<file path="config.mk">
export PLATFORM = sky130hd
export DESIGN_NAME = mem_access_unit
export DESIGN_NICKNAME = d
export VERILOG_FILES = /design/src/rtl/mem_access_unit.sv
export SDC_FILE = /design/constraint.sdc
export NUM_CORES = 1
export LEC_CHECK = 0
export BUFFER_PORTS_ARGS = -buffer_cell sky130_fd_sc_hd__buf_2
export CAP_MARGIN = 25
export CELL_PAD_IN_SITES_DETAIL_PLACEMENT = 0
export CELL_PAD_IN_SITES_GLOBAL_PLACEMENT = 1
export CORE_UTILIZATION = 43
export DETAILED_ROUTE_END_ITERATION = 7
export PLACE_DENSITY = 0.85
export SLEW_MARGIN = 20
export SYNTH_ARGS = -nofsm -noshare
export SYNTH_HDL_FRONTEND = slang
export SYNTH_SLANG_ARGS = --single-unit
</file>
<file path="constraint.sdc">
create_clock -name clk -period 4.3 [get_ports clk]
set_input_delay 0.645 -clock clk [delete_from_list [all_inputs] [get_ports clk]]
set_output_delay 0.645 -clock clk [all_outputs]
set_load 0.02 [all_outputs]
</file>
<file path="src/rtl/mem_access_unit.sv">
// Load/store sequencer in front of a single-port byte memory.
// Wide (16-bit little-endian) accesses are split into two byte cycles; responses are registered.
module mem_access_unit #(
    parameter int W = 8,
    parameter int A = 8
) (
    input  logic           clk,
    input  logic           reset,
    input  logic           req_valid,
    output logic           req_ready,
    input  logic           req_write,
    input  logic           req_wide,
    input  logic [A-1:0]   req_addr,
    input  logic [2*W-1:0] req_wdata,
    output logic           resp_valid,
    output logic [2*W-1:0] resp_rdata,
    output logic [A-1:0]   mem_addr,
    output logic [W-1:0]   mem_data_to_write,
    output logic           mem_read_enabled,
    output logic           mem_write_enabled,
    input  logic [W-1:0]   mem_data_out
);

    // state | meaning
    // IDLE  | ready for a request
    // BYTE0 | memory cycle on the low byte (addr)
    // BYTE1 | memory cycle on the high byte (addr+1, wrapping)
    // RESP  | one-cycle response pulse
    typedef enum logic [1:0] {IDLE, BYTE0, BYTE1, RESP} state_t;

    state_t         state_q, state_d;
    logic [A-1:0]   addr_q, addr_d;
    logic [2*W-1:0] wdata_q, wdata_d;
    logic           write_q, write_d;
    logic           wide_q, wide_d;
    logic [W-1:0]   rlo_q, rlo_d;
    logic [2*W-1:0] rdata_q, rdata_d;

    always_ff @(posedge clk or negedge reset) begin
        if (!reset) begin
            state_q <= IDLE;
            addr_q  <= '0;
            wdata_q <= '0;
            write_q <= 1'b0;
            wide_q  <= 1'b0;
            rlo_q   <= '0;
            rdata_q <= '0;
        end else begin
            state_q <= state_d;
            addr_q  <= addr_d;
            wdata_q <= wdata_d;
            write_q <= write_d;
            wide_q  <= wide_d;
            rlo_q   <= rlo_d;
            rdata_q <= rdata_d;
        end
    end

    always_comb begin
        state_d           = state_q;
        addr_d            = addr_q;
        wdata_d           = wdata_q;
        write_d           = write_q;
        wide_d            = wide_q;
        rlo_d             = rlo_q;
        rdata_d           = rdata_q;
        req_ready         = 1'b0;
        resp_valid        = 1'b0;
        mem_addr          = '0;
        mem_data_to_write = '0;
        mem_read_enabled  = 1'b0;
        mem_write_enabled = 1'b0;

        case (state_q)
            IDLE: begin
                req_ready = 1'b1;
                if (req_valid) begin
                    addr_d  = req_addr;
                    wdata_d = req_wdata;
                    write_d = req_write;
                    wide_d  = req_wide;
                    state_d = BYTE0;
                end
            end
            BYTE0: begin
                mem_addr = addr_q;
                if (write_q) begin
                    mem_write_enabled = 1'b1;
                    mem_data_to_write = wdata_q[W-1:0];
                end else begin
                    mem_read_enabled = 1'b1;
                    rlo_d = mem_data_out;
                    // A narrow load publishes its result on the edge into RESP.
                    if (!wide_q) rdata_d = {{W{1'b0}}, mem_data_out};
                end
                state_d = wide_q ? BYTE1 : RESP;
            end
            BYTE1: begin
                mem_addr = addr_q + {{(A-1){1'b0}}, 1'b1};
                if (write_q) begin
                    mem_write_enabled = 1'b1;
                    mem_data_to_write = wdata_q[2*W-1:W];
                end else begin
                    mem_read_enabled = 1'b1;
                    rdata_d = {mem_data_out, rlo_q};
                end
                state_d = RESP;
            end
            RESP: begin
                resp_valid = 1'b1;
                state_d    = IDLE;
            end
            default: state_d = IDLE;
        endcase
    end

    assign resp_rdata = rdata_q;

endmodule

</file>
==> metrics.cfg, run 1 <==
[drt]
drc_errors=0
wl_per_cell_um=14.3
ant_nets=0
first_pass_iters=4
drt_iter0_drc=99
via_per_inst=5.08
routed-via-count=1778
routed_wl_mm=4.99

[global_route]
grt_use_total_pct=17.2
grt_max_degree=53
antenna_found_initial=0
gr-total-overflow=0
grt_pass1_vias=1775
grt_pass1_wl_mm=8.29

[worst_setup_path]
r2r_setup_slack_ns=1.40
worst-setup-path-type=flip-flop to output pin
worstPathRequired_ns=3.65
critPathMaxFanout=16
cp-start-kind=flip-flop
cp_slowest_cell=or4_1
cp.arrival_ns=2.43
worstPathCellList=inv_1, ha_1, nand2_1, or4_1, nand3_1, buf_2
rr_worst_depth=6
rr_endpoint=resp_rdata[7]
cp-end-kind=output pin
slowest_delay_ns=0.55
critPathLaunch=state_q[0]
reg2reg_from=state_q[0]
critPathCapture=mem_addr[7]

[clocking]
cts_buffers=5
root_buffer=clkbuf_8
clock-sinks=52
postCtsHoldBufs=0
cts_tree=built
cts_setup_buffers=0
clk_path_buf_depth=2
insertion_delay_ns=0.30
h-tree-depth=2
cts-resized-gates=0
clk_pin_slew_worst_paths_ns=0.10

[timing]
rsz0062_at_grt=false
skew_ns=0.0125
maxSlewViolCount=0
fmax_mhz=326
setup_violations=0
slew_headroom_pct=34.0
fin_crit_sh_pct=71.4
tightest_slew_ns=0.987
hold_viol=0
tns_ns=0
post-route-min-period_ns=3.07

[die]
ios=73
dieWidth_um=78.6
die_area_um2=6180
core_area_um2=5570
die_height_um=78.6
initial_core_util_pct=45.3
fp-row-count=27

[place]
port_buffers=72
place_congestion=0.714
dp_hpwl_mm=3.64

[pwr]
power_leakage_nw=1.45
vdd_drop_max_mv=0.321
powerDensity_nw_per_um2=792

[synthesis]
seq_area_frac_synth_pct=51.6
synth_warnings=0
syn-num-nets=247
ys_seq_elements=52
avgSynthCellArea_um2=12.3
synthCells=205
syn-cell-area_um2=2520
synth_cell_types=26

[hold_path]
hp-class=primary input to async pin

[finish]
diodes=0
drive_gt1_share_pct=48.6
fin_nets=319
area.growth.synth_to_final_pct=20.4
utilization_pct=54.5

[outcome]
status=finished clean

[flow_run]
timing.max_cap.violations=0

-- cells in the mapped netlist --
| master | number | area [um^2] |
|---|---|---|
| buf_8 | 1 | 15.0 |
| dfrtp_1 | 52 | 1300 |
| mux2_2 | 49 | 552 |
| inv_1 | 11 | 41.3 |
| mux2_4 | 2 | 30.0 |
| nor2b_1 | 4 | 25.0 |
| a21o_1 | 2 | 15.0 |
| buf_2 | 6 | 30.0 |
| xor2_1 | 1 | 8.76 |
| nand2_1 | 14 | 52.6 |
| nor3_1 | 2 | 10.0 |
| or4_1 | 3 | 22.5 |
| nand2b_1 | 2 | 12.5 |
| and2_1 | 1 | 6.26 |
| a211oi_4 | 1 | 20.0 |
| mux2i_1 | 8 | 80.1 |
| a22o_1 | 2 | 17.5 |
| o211ai_1 | 3 | 22.5 |
| o21ai_0 | 4 | 20.0 |
| ha_1 | 5 | 62.6 |
| clkbuf_1 | 2 | 7.51 |
| a22oi_1 | 10 | 75.1 |
| nand3_1 | 9 | 45.0 |
| nor2_1 | 9 | 33.8 |
| buf_6 | 1 | 11.3 |
| nand4_1 | 1 | 6.26 |
-- critical path, delay by kind of cell (launching register included) --
family,cells,cell delay [ns]
adders and majority gates,1,0.53
buffers and inverters,2,0.26
DFF,1,0.44
and+or+nand+nor,3,0.89
-- cell type report --
class / count / area (um^2)
Timing Repair Buffer: 75 / 390
Inverter: 11 / 41.3
Multi-Input combinational cell: 132 / 1120
Clock buffer: 6 / 82.6
Sequential cell: 52 / 1300
Fill cell: 511 / 2540
Tap cell: 72 / 90.1
Clock inverter: 2 / 15.0
-- layout by cell type (no fill, tap or decap) --
cell type | netlist | routed
nor2b_1 | 4 | 4
o211ai_1 | 3 | 3
or4_1 | 3 | 3
a21o_1 | 2 | 2
mux2_4 | 2 | 2
nor2_1 | 9 | 9
nand3_1 | 9 | 9
nor3_1 | 2 | 2
a211oi_4 | 1 | 1
clkinvlp_4 | 0 | 2
mux2i_1 | 8 | 8
xor2_1 | 1 | 1
buf_8 | 1 | 1
nand4_1 | 1 | 1
ha_1 | 5 | 5
inv_1 | 11 | 11
dfrtp_1 | 52 | 52
buf_4 | 0 | 2
mux2_2 | 49 | 49
buf_2 | 6 | 72
nand2b_1 | 2 | 2
a22o_1 | 2 | 2
a22oi_1 | 10 | 10
and2_1 | 1 | 1
o21ai_0 | 4 | 4
clkbuf_8 | 0 | 6
nand2_1 | 14 | 14
-- cells by family (layout without fill, tap and decap cells) --
kind of cell / Yosys count / count (layout) / share of synthesized area (%)
AND/OR/NAND/NOR: 45 / 45 / 8.48
AO/OA/AOI/OAI: 22 / 22 / 6.74
adder cells (fa/ha/maj): 5 / 5 / 2.48
flip-flops: 52 / 52 / 51.6
buffers and inverters: 21 / 94 / 4.16
XOR/XNOR: 1 / 1 / 0.347
multiplexers: 59 / 59 / 26.2
-- report_power, final --
part	switching [mW]	internal, mW
logic	0.657	0.572
clock network	0.159	0.130
registers	0.163	0.725
total	0.979	1.43
-- per-layer routing --
layer / vias to the layer above / global-route usage [%] / part of all wire, %
met5: - / 0 / 0
met4: 0 / 5.93 / 1.2
met3: 6 / 3.26 / 3.9
met2: 42 / 29.0 / 50
met1: 862 / 21.9 / 45
li1: 868 / - / -
-- worst min path at each step --
| stage | startpoint | cells after the start | slack, ns | to |
|---|---|---|---|---|
| after floorplan | reset | 0 | 0.35 | addr_q[0] |
| after global placement | rlo_q[0] | 1 | 0.48 | rlo_q[0] |
| after detailed placement | rlo_q[5] | 1 | 0.49 | rlo_q[5] |
| after CTS | reset | 2 | 0.47 | state_q[0] |
| after global routing | reset | 2 | 0.50 | state_q[0] |
| final | reset | 2 | 0.45 | wide_q |
-- per-stage QoR --
stage / hold slack, ns / power (mW) / worst slack, ns / instances / instance area (um^2)
6_report: 0.446 / 2.41 / 1.23 / 350 / 3040
5_1_grt: 0.501 / 2.58 / 1.05 / 350 / 3040
4_1_cts: 0.465 / 2.43 / 1.23 / 350 / 3040
3_5_place_dp: 0.490 / 2.14 / 1.45 / 342 / 2940
3_3_place_gp: 0.482 / 2.10 / 1.50 / 341 / 2930
2_1_floorplan: 0.349 / 1.82 / 2.03 / 205 / 2520
-- registers in the layout, summed over array words and instances (netlist names) --
signal      flops
write_q         1
resp_rdata     16
wdata_q        16
wide_q          1
rlo_q           8
state_q         2
addr_q          8
No activity file was read; power rests on OpenSTA's default activity.
==> run 2, diff against run 1 <==
Settings changed: ABC_AREA from default to 1, CORE_UTILIZATION 43 to 35, PLACE_DENSITY 0.85 to 0.77.
Clock period 4.3 ns to 2.45 ns, I/O delays scaled along.
==> run 2 against run 1 <==
Effect of this change: non-clock buffer count increased by 5; first-iteration DRC count decreased by 40%; sequential power increased by 76%; combinational power increased by 85%; synthesized cell count increased by 34%; critical path type unchanged; critical endpoint is now mem_data_to_write[3]; largest power group unchanged; highest routed layer unchanged.
==> metrics.cfg, run 2 <==
[outcome]
status=finished clean  ; unchanged

[global_route]
grt_pass1_vias=2061  ; was 1775
antenna_found_initial=0  ; unchanged
grt_max_degree=28  ; was 53
grt_use_total_pct=16.3  ; was 17.2%
grt_pass1_wl_mm=9.63  ; was 8.29 mm
gr-total-overflow=0  ; unchanged

[place]
port_buffers=72  ; unchanged
place_congestion=0.827  ; was 0.714
dpl_cell_area_um2=3060  ; was 2940 um^2
dp_slack_ns=0.415  ; was 1.45 ns
dp_hpwl_mm=4.19  ; was 3.64 mm
dp_cells=438  ; was 342

[synthesis]
seq_area_frac_synth_pct=50.0  ; was 51.6%
synthCells=275  ; was 205
synth-adder-area-share_pct=2.40  ; was 2.48%
ys_seq_elements=52  ; unchanged
synth_warnings=0  ; unchanged
avgSynthCellArea_um2=9.47  ; was 12.3 um^2
syn-num-nets=317  ; was 247
yosys.area_share.simple_pct=16.8  ; was 8.48%
synth.area.mux_share_pct=9.94  ; was 26.2%
synth_area_leaders=dfrtp_1, mux2_2, nand2_1  ; was dfrtp_1, mux2_2, mux2i_1
synthXorXnorAreaFrac_pct=0  ; was 0.347%
yosysTopAreaCell=dfrtp_1  ; unchanged
ys.flop_type=dfrtp_1  ; unchanged
syn-cell-area_um2=2600  ; was 2520 um^2
yosys-top-cells-count=nand2_1, dfrtp_1, nand3_1  ; was dfrtp_1, mux2_2, nand2_1
synth_cell_types=23  ; was 26
async_flop_share_pct=100  ; unchanged
synth_top_family_by_area=simple AND/OR/NAND/NOR gates  ; was multiplexers
synth_compound_area_share_pct=13.2  ; was 6.74%
yosysMostFrequentCell=nand2_1  ; was dfrtp_1
synth_top_area_share_pct=50.0  ; was 51.6%
synth-edff-count=0  ; unchanged

[drt]
ant_nets=0  ; unchanged
via_per_inst=4.69  ; was 5.08
drt_iter0_drc=59  ; was 99
routed_wl_mm=5.79  ; was 4.99 mm
drc_errors=0  ; unchanged
routed-via-count=2090  ; was 1778
first_pass_iters=4  ; unchanged
wl_per_cell_um=13.0  ; was 14.3 um

[die]
die_height_um=88.3  ; was 78.6 um
ios=73  ; unchanged
dieWidth_um=88.3  ; was 78.6 um
core_area_um2=7210  ; was 5570 um^2
die_area_um2=7790  ; was 6180 um^2
initial_core_util_pct=36.1  ; was 45.3%
fp-row-count=31  ; was 27

[pwr]
internal-power_mw=2.37  ; was 1.43 mW
power.share.clock_pct=11.9  ; was 12.0%
powerDensity_nw_per_um2=1380  ; was 792 nW/um^2
vdd_drop_max_mv=0.565  ; was 0.321 mV
pwr-share-seq_pct=35.8  ; was 36.9%
power_leakage_nw=1.61  ; was 1.45 nW
finalPower_mw=4.36  ; was 2.41 mW
p_switching_mw=1.99  ; was 0.979 mW
p_sw_share_pct=45.7  ; was 40.7%
comb_power_share_pct=52.3  ; was 51.1%

[timing]
hold_ws_ns=0.0669  ; was 0.446 ns
setup_violations=0  ; unchanged
fin_crit_sh_pct=94.1
maxSlewViolCount=0  ; unchanged
slew_headroom_pct=52.3  ; was 34.0%
hold_viol=0  ; unchanged
post-route-min-period_ns=2.31
postLayoutSetupSlackWorst_ns=0.144  ; was 1.23 ns
tns_ns=0  ; unchanged
rsz0062_at_grt=false  ; unchanged
fmax_mhz=434
skew_ns=0.00917  ; was 0.0125 ns
tightest_slew_ns=0.716  ; was 0.987 ns

[finish]
diodes=0  ; unchanged
utilization_pct=43.7  ; was 54.5%
seq_area_um2=1300  ; unchanged
final-instance-count-excl-fill=446  ; was 350
nFillCells=760  ; was 511
fin_nets=388  ; was 319
mostFrequentLayoutCells=buf_2, nand2_1, dfrtp_1  ; was buf_2, dfrtp_1, mux2_2
final_area_um2=3160  ; was 3040 um^2
layout_commonest_cell=buf_2  ; unchanged
area.growth.synth_to_final_pct=21.1  ; was 20.4%
multi_input_area_um2=1100  ; was 1120 um^2
drive_gt1_share_pct=38.9  ; was 48.6%

[clocking]
root_buffer=clkbuf_8  ; unchanged
insertion_delay_ns=0.31  ; was 0.30 ns
h-tree-depth=2  ; unchanged
clk_path_buf_depth=2  ; unchanged
cts_buffers=5  ; unchanged
clk_pin_slew_worst_paths_ns=0.10  ; about the same
clock-sinks=52  ; unchanged
cts_setup_buffers=0  ; unchanged
postCtsHoldBufs=0  ; unchanged
cts_tree=built  ; unchanged

[worst_setup_path]
cp-start-kind=flip-flop  ; unchanged
critPathMaxFanout=12  ; was 16
worst-setup-path-type=flip-flop to output pin  ; unchanged
cp-end-kind=output pin  ; unchanged
worstPathRequired_ns=2.08  ; was 3.65 ns
cp.arrival_ns=1.94  ; was 2.43 ns

[flow_run]
timing.max_cap.violations=0  ; unchanged

[hold_path]
hp-class=primary input to async pin  ; unchanged

==> run 2: changes by cell type after synthesis, moves of 12 or more <==
cell,delta
a21oi_1,+17
o21ai_2,+17
nand3_1,+18
o21ai_0,+12
mux2_2,-26
nand2_1,+45
==> run 2: cell families (layout without fill, tap and decap cells) <==
kind of cell	after synthesis	count (layout)
buffers and inverters	38	110
adder cells (fa/ha/maj)	5	5
flip-flops	52	52
AND/OR/NAND/NOR	103	103
multiplexers	23	23
AO/OA/AOI/OAI	54	54
==> run 2: final timing paths <==
check,cells after the start,slack [ns],endpoint,from
max in group asynchronous,2,1.73,state_q[0],reset
min in group clk,2,0.28,wdata_q[1],req_wdata[1]
min,1,0.07,resp_rdata[7],reset
min reg2reg,2,0.48,resp_rdata[13],resp_rdata[13]
max,5,0.14,mem_data_to_write[3],state_q[1]
max reg2reg,5,0.64,wdata_q[12],state_q[0]
==> run 2: critical path, cell delays in order, from the launching register on <==
cell     delay, ns
dfrtp_1       0.43
inv_1         0.08
ha_1          0.43
inv_1         0.26
a21oi_1       0.23
buf_2         0.19
==> run 2: routing by layer <==
metal / part of all wire [%] / vias up / global-route usage, % / wire length (um)
li1: - / 1048 / - / -
met1: 44 / 961 / 20.5 / 2580
met2: 47 / 70 / 26.8 / 2700
met3: 7.4 / 11 / 4.85 / 429
met4: 1.6 / 0 / 5.43 / 91
met5: 0 / - / 0 / 0
==> run 2: power groups by stage <==
stage	Sequential, mW	Combinational, mW	Clock [mW]
detailed placement	1.57	2.31	0
global route	1.61	2.57	0.580
floorplan	1.58	1.69	0
finish	1.56	2.28	0.521
CTS	1.55	2.32	0.546
global placement	1.55	2.28	0
==> run 2: repair_timing <==
item	CTS	global route
endpoints found under the hold margin	0	0
setup endpoints to repair	0	4
gates resized for setup	0	1
==> run 2: layout make-up <==
| type | count | share of cell area, % |
|---|---|---|
| sequential | 52 | 41.2 |
| multi-input combinational | 185 | 35.0 |
| timing repair buffer | 80 | 14.1 |
| tap | 99 | 3.93 |
| clock buffer | 6 | 2.62 |
| inverter | 22 | 2.62 |
| clock inverter | 2 | 0.476 |
==> run 3, diff against run 2 <==
Settings changed: BUFFER_PORTS_ARGS -buffer_cell sky130_fd_sc_hd__buf_2 to -buffer_cell sky130_fd_sc_hd__buf_4, CORE_MARGIN from default to 3, GPL_TIMING_DRIVEN from default to 0.
==> run 3 against run 2 <==
Effect of this change: cell area grew 6.5%; count of clock-buffer cells in the layout stayed put; power is 5.7% higher.
==> metrics.cfg, run 3 (synthesis gave the netlist of run 2 again) <==
[outcome]
status=finished clean  ; unchanged

[die]
die_height_um=92.3  ; was 88.3 um
initial_core_util_pct=37.1  ; was 36.1%
core_area_um2=7020  ; was 7210 um^2
die_area_um2=8510  ; was 7790 um^2
ios=73  ; unchanged
fp-row-count=30  ; was 31
dieWidth_um=92.3  ; was 88.3 um

[flow_run]
timing.max_cap.violations=0  ; unchanged

[worst_setup_path]
reg2reg_from=state_q[1]  ; was state_q[0]
critPathLaunch=state_q[1]  ; unchanged
cp_slowest_cell=dfrtp_1  ; unchanged
worst-setup-path-type=flip-flop to output pin  ; unchanged
worstPathCellList=inv_1, ha_1, inv_1, clkbuf_2, a21oi_1, buf_4  ; was inv_1, ha_1, inv_1, a21oi_1, buf_2
cp-end-kind=output pin  ; unchanged
worst_path_most_repeated_cell=inv_1  ; unchanged
cp.arrival_ns=1.92  ; was 1.94 ns
critPathMaxFanout=10  ; was 12
r2r_setup_slack_ns=0.74  ; was 0.64 ns
cp-start-kind=flip-flop  ; unchanged
worstPathRequired_ns=2.08  ; about the same
slowest_delay_ns=0.43  ; about the same

[place]
port_buffers=72  ; unchanged
dp_hpwl_mm=4.45  ; was 4.19 mm
place_congestion=0.833  ; was 0.827
dp_slack_ns=0.391  ; was 0.415 ns

[clocking]
insertion_delay_ns=0.30  ; was 0.31 ns
clock-sinks=52  ; unchanged
root_buffer=clkbuf_8  ; unchanged
cts-resized-gates=0  ; unchanged
cts_buffers=5  ; unchanged
postCtsHoldBufs=0  ; unchanged
cts_setup_buffers=0  ; unchanged
clk_pin_slew_worst_paths_ns=0.10  ; about the same
cts_tree=built  ; unchanged
clk_path_buf_depth=2  ; unchanged
h-tree-depth=2  ; unchanged

[global_route]
grt_use_total_pct=15.0  ; was 16.3%
grt_pass1_vias=2039  ; was 2061
grt_pass1_wl_mm=10.2  ; was 9.63 mm
grt_max_degree=53  ; was 28
gr-total-overflow=0  ; unchanged
antenna_found_initial=0  ; unchanged

[finish]
area.growth.synth_to_final_pct=29.0  ; was 21.1%
utilization_pct=47.9  ; was 43.7%
drive_gt1_share_pct=39.7  ; was 38.9%
diodes=0  ; unchanged
layout_commonest_cell=buf_4  ; was buf_2
fin_nets=396  ; was 388
mostFrequentLayoutCells=buf_4, nand2_1, dfrtp_1  ; was buf_2, nand2_1, dfrtp_1

[hold_path]
hp-class=primary input to async pin  ; unchanged

[pwr]
finalPower_mw=4.61  ; was 4.36 mW
powerDensity_nw_per_um2=1370  ; was 1380 nW/um^2
power_leakage_nw=1.68  ; was 1.61 nW
vdd_drop_max_mv=0.712  ; was 0.565 mV

[drt]
ant_nets=0  ; unchanged
routed_wl_mm=6.15  ; was 5.79 mm
drt_iter0_drc=41  ; was 59
routed-via-count=2080  ; was 2090
wl_per_cell_um=13.6  ; was 13.0 um
first_pass_iters=4  ; unchanged
drc_errors=0  ; unchanged
via_per_inst=4.61  ; was 4.69

[timing]
tns_ns=0  ; unchanged
fmax_mhz=436  ; was 434 MHz
hold_viol=0  ; unchanged
maxSlewViolCount=0  ; unchanged
slew_headroom_pct=54.9  ; was 52.3%
rsz0062_at_grt=false  ; unchanged
setup_violations=0  ; unchanged
skew_ns=0.00915  ; was 0.00917 ns
fin_crit_sh_pct=93.6  ; was 94.1%
hold_ws_ns=0.100  ; was 0.0669 ns
post-route-min-period_ns=2.29  ; was 2.31 ns
postLayoutSetupSlackWorst_ns=0.158  ; was 0.144 ns
tightest_slew_ns=0.677  ; was 0.716 ns

run 3: path summary, 6_finish.rpt:
check / end / depth (start not counted)
max in group asynchronous: addr_q[7] / 1
min in group clk: wdata_q[13] / 2
max reg2reg: resp_rdata[5] / 10
min reg2reg: resp_rdata[10] / 2
max: mem_data_to_write[1] / 6
min: resp_rdata[14] / 1
run 3: layout make-up:
type / count / area, um^2
Multi-Input combinational cell: 185 / 1100
Fill cell: 682 / 3660
Inverter: 22 / 82.6
Clock buffer: 6 / 72.6
Timing Repair Buffer: 72 / 541
Sequential cell: 52 / 1300
Clock inverter: 2 / 16.3
Buffer: 16 / 124
Tap cell: 96 / 120
run 3: per-stage QoR:
stage	area (um^2)	instances
final	3360	451
after global placement	3270	443
after detailed placement	3270	443
after floorplan	2610	275
after global routing	3360	451
after CTS	3350	451
run 3: layer usage:
metal	track usage, %	routed length [um]
met5	0	0
met4	3.34	24
met3	4.68	466
met2	23.3	2730
met1	20.5	2920
run 3: where the power goes:
| part | internal (mW) | switching, mW |
|---|---|---|
| sequential | 1.26 | 0.258 |
| clock | 0.204 | 0.284 |
| combinational | 1.09 | 1.51 |
run 3: critical path, delay by kind of cell (launching register included):
kind                       cells  cell delay, ns
adders and majority gates      1            0.43
AOI/OAI and AO/OA              1            0.18
DFF                            1            0.43
buffers and inverters          4            0.59
